<file path="src/rtl/ddma_cmd_scheduler_if.sv">
// ddma_cmd_scheduler_if: command bundle between the scheduler and the DMA engine.
// The scheduler is the master; the engine drives busy/done back.
interface ddma_cmd_scheduler_if #(
  parameter int AW = 30,
  parameter int CW = 3
);
  logic [AW-1:0] dma_addr;
  logic [AW-1:0] dma_nbytes;
  logic [CW-1:0] dma_chan;
  logic          dma_start;
  logic          dma_busy;
  logic          dma_done;

  modport master (
    output dma_addr, dma_nbytes, dma_chan, dma_start,
    input  dma_busy, dma_done
  );

  modport slave (
    input  dma_addr, dma_nbytes, dma_chan, dma_start,
    output dma_busy, dma_done
  );
endinterface

</file>
<file path="src/rtl/ddma_cmd_scheduler.sv">
// ddma_cmd_scheduler: N-channel edge-captured DMA command queue and dispatcher.
// Optional DDMA_TRACE_EN prints accepted edges and completions in simulation.
module ddma_cmd_scheduler #(
  parameter int MEMORY_BUS_WIDTH = 32,
  parameter int NUM_CHANNELS = 5,
  parameter int FIFO_DEPTH = 4,
  parameter int TS_WIDTH = 32,
  parameter int ADDRESS = 0,
  localparam int AW = MEMORY_BUS_WIDTH - 2,
  localparam int CW = (NUM_CHANNELS > 1) ? $clog2(NUM_CHANNELS) : 1
) (
  input  logic                       clock,
  input  logic                       reset,
  input  logic [NUM_CHANNELS*AW-1:0] ch_addr_in,
  input  logic [NUM_CHANNELS*AW-1:0] ch_nbytes_in,
  input  logic [NUM_CHANNELS-1:0]    ch_cmd_in,
  input  logic [NUM_CHANNELS-1:0]    ch_irq_ack,
  output logic [NUM_CHANNELS-1:0]    status_out,
  output logic [NUM_CHANNELS-1:0]    irq_out,
  output logic [NUM_CHANNELS-1:0]    err_out,
  ddma_cmd_scheduler_if.master       dma,
  output logic                       latency_valid,
  output logic [TS_WIDTH-1:0]        latency_out,
  output logic [CW-1:0]              latency_chan
);
  localparam int N  = NUM_CHANNELS;
  localparam int PW = (FIFO_DEPTH > 1) ? $clog2(FIFO_DEPTH) : 1;

  localparam logic [1:0] S_IDLE  = 2'd0;
  localparam logic [1:0] S_ISSUE = 2'd1;
  localparam logic [1:0] S_WAIT  = 2'd2;

  typedef struct packed {
    logic [CW-1:0]       chan;
    logic [AW-1:0]       addr;
    logic [AW-1:0]       nbytes;
    logic [TS_WIDTH-1:0] ts;
  } cmd_t;

  logic [TS_WIDTH-1:0] cnt;
  logic [N-1:0]        cmd_q;
  logic [N-1:0]        edge_hit;
  logic [N-1:0]        accept;
  logic [N-1:0]        reject;
  logic [N-1:0]        pend;
  logic [N-1:0]        done_mask;
  logic [AW-1:0]       p_addr [N];
  logic [AW-1:0]       p_nb   [N];
  logic [TS_WIDTH-1:0] p_ts   [N];

  cmd_t          fifo [FIFO_DEPTH];
  cmd_t          ent;
  cmd_t          head;
  logic [PW-1:0] wptr;
  logic [PW-1:0] rptr;
  logic [PW:0]   count;
  logic          full;
  logic          empty;
  logic          push;
  logic          pop;

  logic [CW-1:0] rr;
  logic [CW-1:0] gnt;
  logic          gnt_ok;

  logic [1:0]          state;
  logic [CW-1:0]       fly_chan;
  logic [TS_WIDTH-1:0] fly_ts;
  logic                done_hit;

  assign edge_hit = ch_cmd_in & ~cmd_q;
  assign accept   = edge_hit & ~status_out;
  assign reject   = edge_hit & status_out;

  assign full  = (count == (PW+1)'(FIFO_DEPTH));
  assign empty = (count == '0);
  assign head  = fifo[rptr];
  assign pop   = (state == S_ISSUE);
  // a full FIFO still takes a push when the head leaves this cycle
  assign push  = gnt_ok & (~full | pop);

  assign done_hit = (state == S_WAIT) & dma.dma_done;

  assign dma.dma_start  = pop;
  assign dma.dma_addr   = pop ? head.addr   : '0;
  assign dma.dma_nbytes = pop ? head.nbytes : '0;
  assign dma.dma_chan   = pop ? head.chan   : '0;

  always_comb begin
    int idx;
    idx    = 0;
    gnt    = '0;
    gnt_ok = 1'b0;
    for (int k = 0; k < N; k++) begin
      idx = (int'(rr) + k) % N;
      if (!gnt_ok && pend[idx]) begin
        gnt_ok = 1'b1;
        gnt    = CW'(idx);
      end
    end
  end

  always_comb begin
    ent      = '0;
    ent.chan = gnt;
    for (int i = 0; i < N; i++) begin
      if (gnt == CW'(i)) begin
        ent.addr   = p_addr[i];
        ent.nbytes = p_nb[i];
        ent.ts     = p_ts[i];
      end
    end
  end

  always_comb begin
    done_mask = '0;
    for (int i = 0; i < N; i++)
      done_mask[i] = done_hit && (fly_chan == CW'(i));
  end

  always_ff @(posedge clock) begin
    for (int i = 0; i < N; i++) begin
      if (accept[i]) begin
        p_addr[i] <= ch_addr_in[i*AW +: AW];
        p_nb[i]   <= ch_nbytes_in[i*AW +: AW];
        p_ts[i]   <= cnt;
      end
    end
    if (push)
      fifo[wptr] <= ent;
  end

  always_ff @(posedge clock) begin
    if (!reset) begin
      cnt           <= '0;
      cmd_q         <= '0;
      pend          <= '0;
      status_out    <= '0;
      irq_out       <= '0;
      err_out       <= '0;
      wptr          <= '0;
      rptr          <= '0;
      count         <= '0;
      rr            <= '0;
      state         <= S_IDLE;
      fly_chan      <= '0;
      fly_ts        <= '0;
      latency_valid <= 1'b0;
      latency_out   <= '0;
      latency_chan  <= '0;
    end else begin
      cnt        <= cnt + 1'b1;
      cmd_q      <= ch_cmd_in;
      status_out <= (status_out | accept) & ~done_mask;
      irq_out    <= (irq_out & ~ch_irq_ack) | done_mask;
      err_out    <= err_out | reject;

      for (int i = 0; i < N; i++) begin
        if (accept[i])
          pend[i] <= 1'b1;
        else if (push && gnt == CW'(i))
          pend[i] <= 1'b0;
      end

      if (push) begin
        wptr <= wptr + 1'b1;
        rr   <= (gnt == CW'(N-1)) ? '0 : gnt + 1'b1;
      end
      if (pop)
        rptr <= rptr + 1'b1;
      case ({push, pop})
        2'b10:   count <= count + 1'b1;
        2'b01:   count <= count - 1'b1;
        default: count <= count;
      endcase

      case (state)
        S_IDLE: begin
          if (!empty && !dma.dma_busy)
            state <= S_ISSUE;
        end
        S_ISSUE: begin
          state    <= S_WAIT;
          fly_chan <= head.chan;
          fly_ts   <= head.ts;
        end
        S_WAIT: begin
          if (dma.dma_done)
            state <= S_IDLE;
        end
        default: state <= S_IDLE;
      endcase

      latency_valid <= done_hit;
      if (done_hit) begin
        latency_out  <= cnt - fly_ts;
        latency_chan <= fly_chan;
      end
    end
  end

`ifdef DDMA_TRACE_EN
  logic [AW-1:0] fly_nb;

  always_ff @(posedge clock) begin
    if (!reset)
      fly_nb <= '0;
    else if (pop)
      fly_nb <= head.nbytes;
  end

  always @(posedge clock) begin
    if (reset && ADDRESS == 0) begin
      for (int i = 0; i < N; i++)
        if (accept[i])
          $display("ddma edge ch=%0d t=%0d nbytes=%0d",
                   i, cnt, ch_nbytes_in[i*AW +: AW]);
      if (done_hit)
        $display("ddma done ch=%0d t=%0d nbytes=%0d",
                 fly_chan, cnt, fly_nb);
    end
  end
`endif

endmodule
</file>
<file path="src/flat_wrapper.sv">
// flat-port wrapper written by rule: the top's interface ports become plain ports
module ddma_cmd_scheduler_flat 
#(
  parameter int MEMORY_BUS_WIDTH = 32,
  parameter int NUM_CHANNELS = 5,
  parameter int FIFO_DEPTH = 4,
  parameter int TS_WIDTH = 32,
  parameter int ADDRESS = 0,
  localparam int AW = MEMORY_BUS_WIDTH - 2,
  localparam int CW = (NUM_CHANNELS > 1) ? $clog2(NUM_CHANNELS) : 1
)
  (clock, reset, ch_addr_in, ch_nbytes_in, ch_cmd_in, ch_irq_ack, status_out, irq_out, err_out, latency_valid, latency_out, latency_chan, dma_dma_addr, dma_dma_nbytes, dma_dma_chan, dma_dma_start, dma_dma_busy, dma_dma_done);
  ddma_cmd_scheduler_if dma_i ();
  input  logic clock;
  input  logic reset;
  input  logic [NUM_CHANNELS*AW-1:0] ch_addr_in;
  input  logic [NUM_CHANNELS*AW-1:0] ch_nbytes_in;
  input  logic [NUM_CHANNELS-1:0] ch_cmd_in;
  input  logic [NUM_CHANNELS-1:0] ch_irq_ack;
  output logic [NUM_CHANNELS-1:0] status_out;
  output logic [NUM_CHANNELS-1:0] irq_out;
  output logic [NUM_CHANNELS-1:0] err_out;
  output logic latency_valid;
  output logic [TS_WIDTH-1:0] latency_out;
  output logic [CW-1:0] latency_chan;
  output wire logic [$bits(dma_i.dma_addr)-1:0] dma_dma_addr;
  output wire logic [$bits(dma_i.dma_nbytes)-1:0] dma_dma_nbytes;
  output wire logic [$bits(dma_i.dma_chan)-1:0] dma_dma_chan;
  output wire logic [$bits(dma_i.dma_start)-1:0] dma_dma_start;
  input wire logic [$bits(dma_i.dma_busy)-1:0] dma_dma_busy;
  input wire logic [$bits(dma_i.dma_done)-1:0] dma_dma_done;
  assign dma_dma_addr = dma_i.dma_addr;
  assign dma_dma_nbytes = dma_i.dma_nbytes;
  assign dma_dma_chan = dma_i.dma_chan;
  assign dma_dma_start = dma_i.dma_start;
  assign dma_i.dma_busy = dma_dma_busy;
  assign dma_i.dma_done = dma_dma_done;
  ddma_cmd_scheduler #(.MEMORY_BUS_WIDTH(MEMORY_BUS_WIDTH), .NUM_CHANNELS(NUM_CHANNELS), .FIFO_DEPTH(FIFO_DEPTH), .TS_WIDTH(TS_WIDTH), .ADDRESS(ADDRESS)) u_core (.clock(clock), .reset(reset), .ch_addr_in(ch_addr_in), .ch_nbytes_in(ch_nbytes_in), .ch_cmd_in(ch_cmd_in), .ch_irq_ack(ch_irq_ack), .status_out(status_out), .irq_out(irq_out), .err_out(err_out), .dma(dma_i), .latency_valid(latency_valid), .latency_out(latency_out), .latency_chan(latency_chan));
endmodule
</file>
<file path="config.mk">
export PLATFORM = sky130hd
export DESIGN_NAME = ddma_cmd_scheduler_flat
export DESIGN_NICKNAME = d
export VERILOG_FILES = /design/src/rtl/ddma_cmd_scheduler_if.sv /design/src/rtl/ddma_cmd_scheduler.sv /design/src/flat_wrapper.sv
export SDC_FILE = /design/constraint.sdc
export NUM_CORES = 1
export LEC_CHECK = 0
export CORE_UTILIZATION = 48
export CTS_CLUSTER_SIZE = 28
export DETAILED_ROUTE_END_ITERATION = 8
export GPL_ROUTABILITY_DRIVEN = 0
export PLACE_DENSITY = 0.68
export SYNTH_ARGS = -nofsm -noshare
export SYNTH_HDL_FRONTEND = slang
export SYNTH_SLANG_ARGS = --single-unit
export TNS_END_PERCENT = 5
</file>
<file path="constraint.sdc">
create_clock -name clock -period 9.1 [get_ports clock]
set_clock_uncertainty 0.1 [all_clocks]
set_input_delay 2.73 -clock clock [delete_from_list [all_inputs] [get_ports clock]]
set_output_delay 2.73 -clock clock [all_outputs]
set_load 0.03 [all_outputs]
</file>
==> flow_summary.yaml <==
synth:
  synth_seq_cells: 982
  yosysSeqAreaShare_pct: 69.18
  ys_warn_count: 0
  synth_cell_types: 82
  ys.flop_type: "edfxtp_1"
  yosys-top-cells-count: "edfxtp_1, nand2_1, dfxtp_1"
  yosysMostFrequentCell: "edfxtp_1"
  syn_nets: 3024
  synth_area_leaders: "edfxtp_1, dfxtp_1, mux4_2"
  synth_cells: 2651
  synth_top_area_share_pct: 62.18
  synth_area_um2: 40570
  synth-edff-count: 840
  synthArstFlopShare_pct: 0
  yosys.area.top_type: "edfxtp_1"
  syn_avg_cell_area_um2: 15.30
timing:
  setup_viol: 0
  drv_slew: 0
  hold_violations: 0
  whs_ns: 0.3534
  worst_slack_ns: 1.171
  min_period_ns: 7.929
  finalCritPeriodShare_pct: 87.13
  fin_tns_setup_ns: 0
  clock.fmax_mhz: 126.1
  relSlewSlack_pct: 8.619
  rsz0062_at_grt: "false"
  tightest_slew_ns: 1.371
detailed_routing:
  drt_wl_total_um: 110700
  vias: 25860
  drc_errors: 0
  viasPerCell: 6.049
  dr.pass1.iters: 6
  drtIter0Drc: 2744
  ant_nets: 0
  wl_per_cell_um: 25.89
place:
  io_buffers: 428
  dp_hpwl_um: 66270
  pre_cts_ws_ns: 1.322
critical_path:
  crit_buf_inv: 4
  crit_path_end_kind: "flip-flop"
  worstPathCellList: "inv_1 -> ha_1 -> inv_1 -> ha_1 -> nor3_2 -> nor3_1 -> nor2_1 -> inv_1 -> ha_1 -> nor2b_1 -> o32ai_4 -> mux2i_1 -> a221oi_2 -> a21oi_1 -> nor2_1 -> o21ai_0 -> nand2_1 -> nor2_1 -> ha_4 -> buf_4 -> a22oi_1 -> nor3_1 -> a221oi_1 -> o41ai_1"
  crit_type: "flip-flop to flip-flop"
  cp-start-kind: "flip-flop"
  cpLargestDelayFamily: "compound AO/OA/AOI/OAI gates"
  crit_fanout: 50
  crit_slowest_cell: "buf_4"
  crit_required_ns: 9.38
  worstPathArrival_ns: 8.21
  cpPeakStageDelay_ns: 0.77
power:
  swShare_pct: 39.76
  power_frac_comb_pct: 46.3
  cellPowerDensity_nw_per_um2: 461.1
  p_clk_share_pct: 18.6
  intPower_mw: 13.78
  p_sw_mw: 9.096
  power_leakage_nw: 16.68
  seq_power_share_pct: 35.1
  peakVddDrop_mv: 0.8775
clock_network:
  root_buffer: "clkbuf_16"
  cts_tree: "yes"
  cts_buffers: 99
  cts_buffer_depth: 3
  htreeDepth: 3
  cts.sinks: 982
  cts_hold_buf: 0
  cts_setup_buffers: 0
  clk_pin_slew_worst_paths_ns: 0.06
  clk-insertion-delay-late_ns: 0.68
  cts.repair.resized: 0
floorplan:
  core_area_um2: 83690
  die_w_um: 292.7
  row_count: 106
  start_util_pct: 48.48
  die_area_um2: 85690
  ios: 429
  fp.dieH_um: 292.7
grt:
  grt_max_degree: 104
  grt_first_pass_wirelength_um: 164600
  first_global_vias: 26480
  grt_antenna_before_repair: 1
  gr-usage-all-layers_pct: 25.67
  grt-ovfl-total: 0
layout:
  antenna_cells: 0
  drive_above_1_share_pct: 13.50
  fin_nets: 3429
  nFillCells: 6265
  area_growth_pct: 22.31
run_status:
  outcome: "finished, final reports clean"
job:
  cap_violations: 0
worst_hold_path:
  hp-class: "flip-flop to flip-flop"
## path summary, 6_finish.rpt
kind / startpoint / to / slack (ns) / cells past startpoint
setup / recovery: u_core.rr[1] / u_core.fifo[0][9] / 1.17 / 24
hold / removal: u_core.fly_ts[30] / u_core.fly_ts[30] / 0.35 / 2
setup reg to reg: u_core.rr[1] / u_core.fifo[0][9] / 1.17 / 24
hold reg to reg: u_core.fly_ts[30] / u_core.fly_ts[30] / 0.35 / 2
## metal layers
layer	vias up	wire (µm)	share of wire, %	track usage (%)
met1	13100	43800	40	33.35
met4	2	2169	2.0	6.870
met2	1324	54940	50	43.69
met3	161	9755	8.8	5.418
li1	11280	-	-	-
met5	-	17	0.015	0
## cell usage in the layout (no fill, tap or decap), drive strengths merged, types with 5 or more instances in the layout
cell           instances
mux2i                 10
nand4                 11
nor2                 102
nor2b                 17
or3                    8
nand3b                 7
o31ai                  5
o211ai                 5
a31oi                  8
ha                    57
nor4                   7
o21ai                122
edfxtp               840
clkdlybuf4s50        428
clkinvlp               5
clkinv                47
a22oi                 92
inv                   65
a211oi                 9
bufinv                14
dfxtp                142
o21a                  12
xnor2                 36
nor3                 112
nand2b                16
or2                    5
o41ai                 93
a21o                  16
nand3                 29
and3                   9
nand2                161
a21oi                124
and2                  81
clkbuf               121
mux4                  96
xor2                  30
a221oi                94
buf                   45
## cells by family (layout without fill, tap and decap cells)
group | after synthesis | count (layout) | share of synthesized area [%]
compound gates | 620 | 620 | 12.36
mux | 110 | 110 | 5.687
buf+inv | 235 | 725 | 2.449
flops | 982 | 982 | 69.18
xor+xnor | 66 | 66 | 1.443
fa+ha+maj | 59 | 59 | 1.857
simple gates | 579 | 579 | 7.023
## sequential cells by signal (all words and copies together) (netlist names), named ones only
| name | flops |
|---|---|
| u_core.cnt | 32 |
| u_core.latency_chan | 3 |
| u_core.cmd_q | 5 |
| u_core.p_ts | 160 |
| u_core.wptr | 2 |
| u_core.fly_chan | 3 |
| u_core.pend | 5 |
| u_core.irq_out | 5 |
| u_core.rptr | 2 |
| u_core.err_out | 5 |
| u_core.count | 3 |
| u_core.fifo | 380 |
| u_core.p_nb | 150 |
| u_core.latency_out | 32 |
| u_core.p_addr | 150 |
| u_core.state | 2 |
| u_core.rr | 3 |
| u_core.fly_ts | 32 |
| u_core.status_out | 5 |
| u_core.latency_valid | 1 |
## metrics by stage
stage          utilization (%)  total power, mW  instance area [µm²]  cells
4_1_cts                  59.29            22.83                49620   4275
6_report                 59.29            22.88                49620   4275
2_1_floorplan                -            15.33                40570   2651
3_5_place_dp             55.12            18.56                46130   4089
5_1_grt                  59.29            23.89                49620   4275
3_3_place_gp             55.12            18.12                46130   4089
## power by group through the flow
| stage | Combinational (mW) | Sequential (mW) | Clock (mW) |
|---|---|---|---|
| finish | 10.6 | 8.03 | 4.25 |
| global route | 11.3 | 8.12 | 4.49 |
| CTS | 10.5 | 8.04 | 4.30 |
| detailed placement | 10.4 | 8.13 | 0 |
| global placement | 10.1 | 8.05 | 0 |
| floorplan | 7.24 | 8.09 | 0 |
## worst register-to-register path: cells and delay by family (launching register included)
kind,cells,cell delay (ns)
adder cells (fa/ha/maj),4,1.78
AO/OA/AOI/OAI,7,1.80
buffers and inverters,4,1.26
flip-flops,1,0.64
multiplexers,1,0.35
AND/OR/NAND/NOR,8,1.74
## final cells by class
type                            instances  area, µm²  share of cell area (%)
Clock inverter                         65      827.0                   1.667
Inverter                               66      257.7                  0.5194
Clock buffer                          121       2668                   5.376
Multi-Input combinational cell       1434      11610                   23.41
Tap cell                             1134       1419                   2.859
Timing Repair Buffer                  473       4760                   9.592
Sequential cell                       982      28070                   56.58
Power figures use the tool's default switching activity.
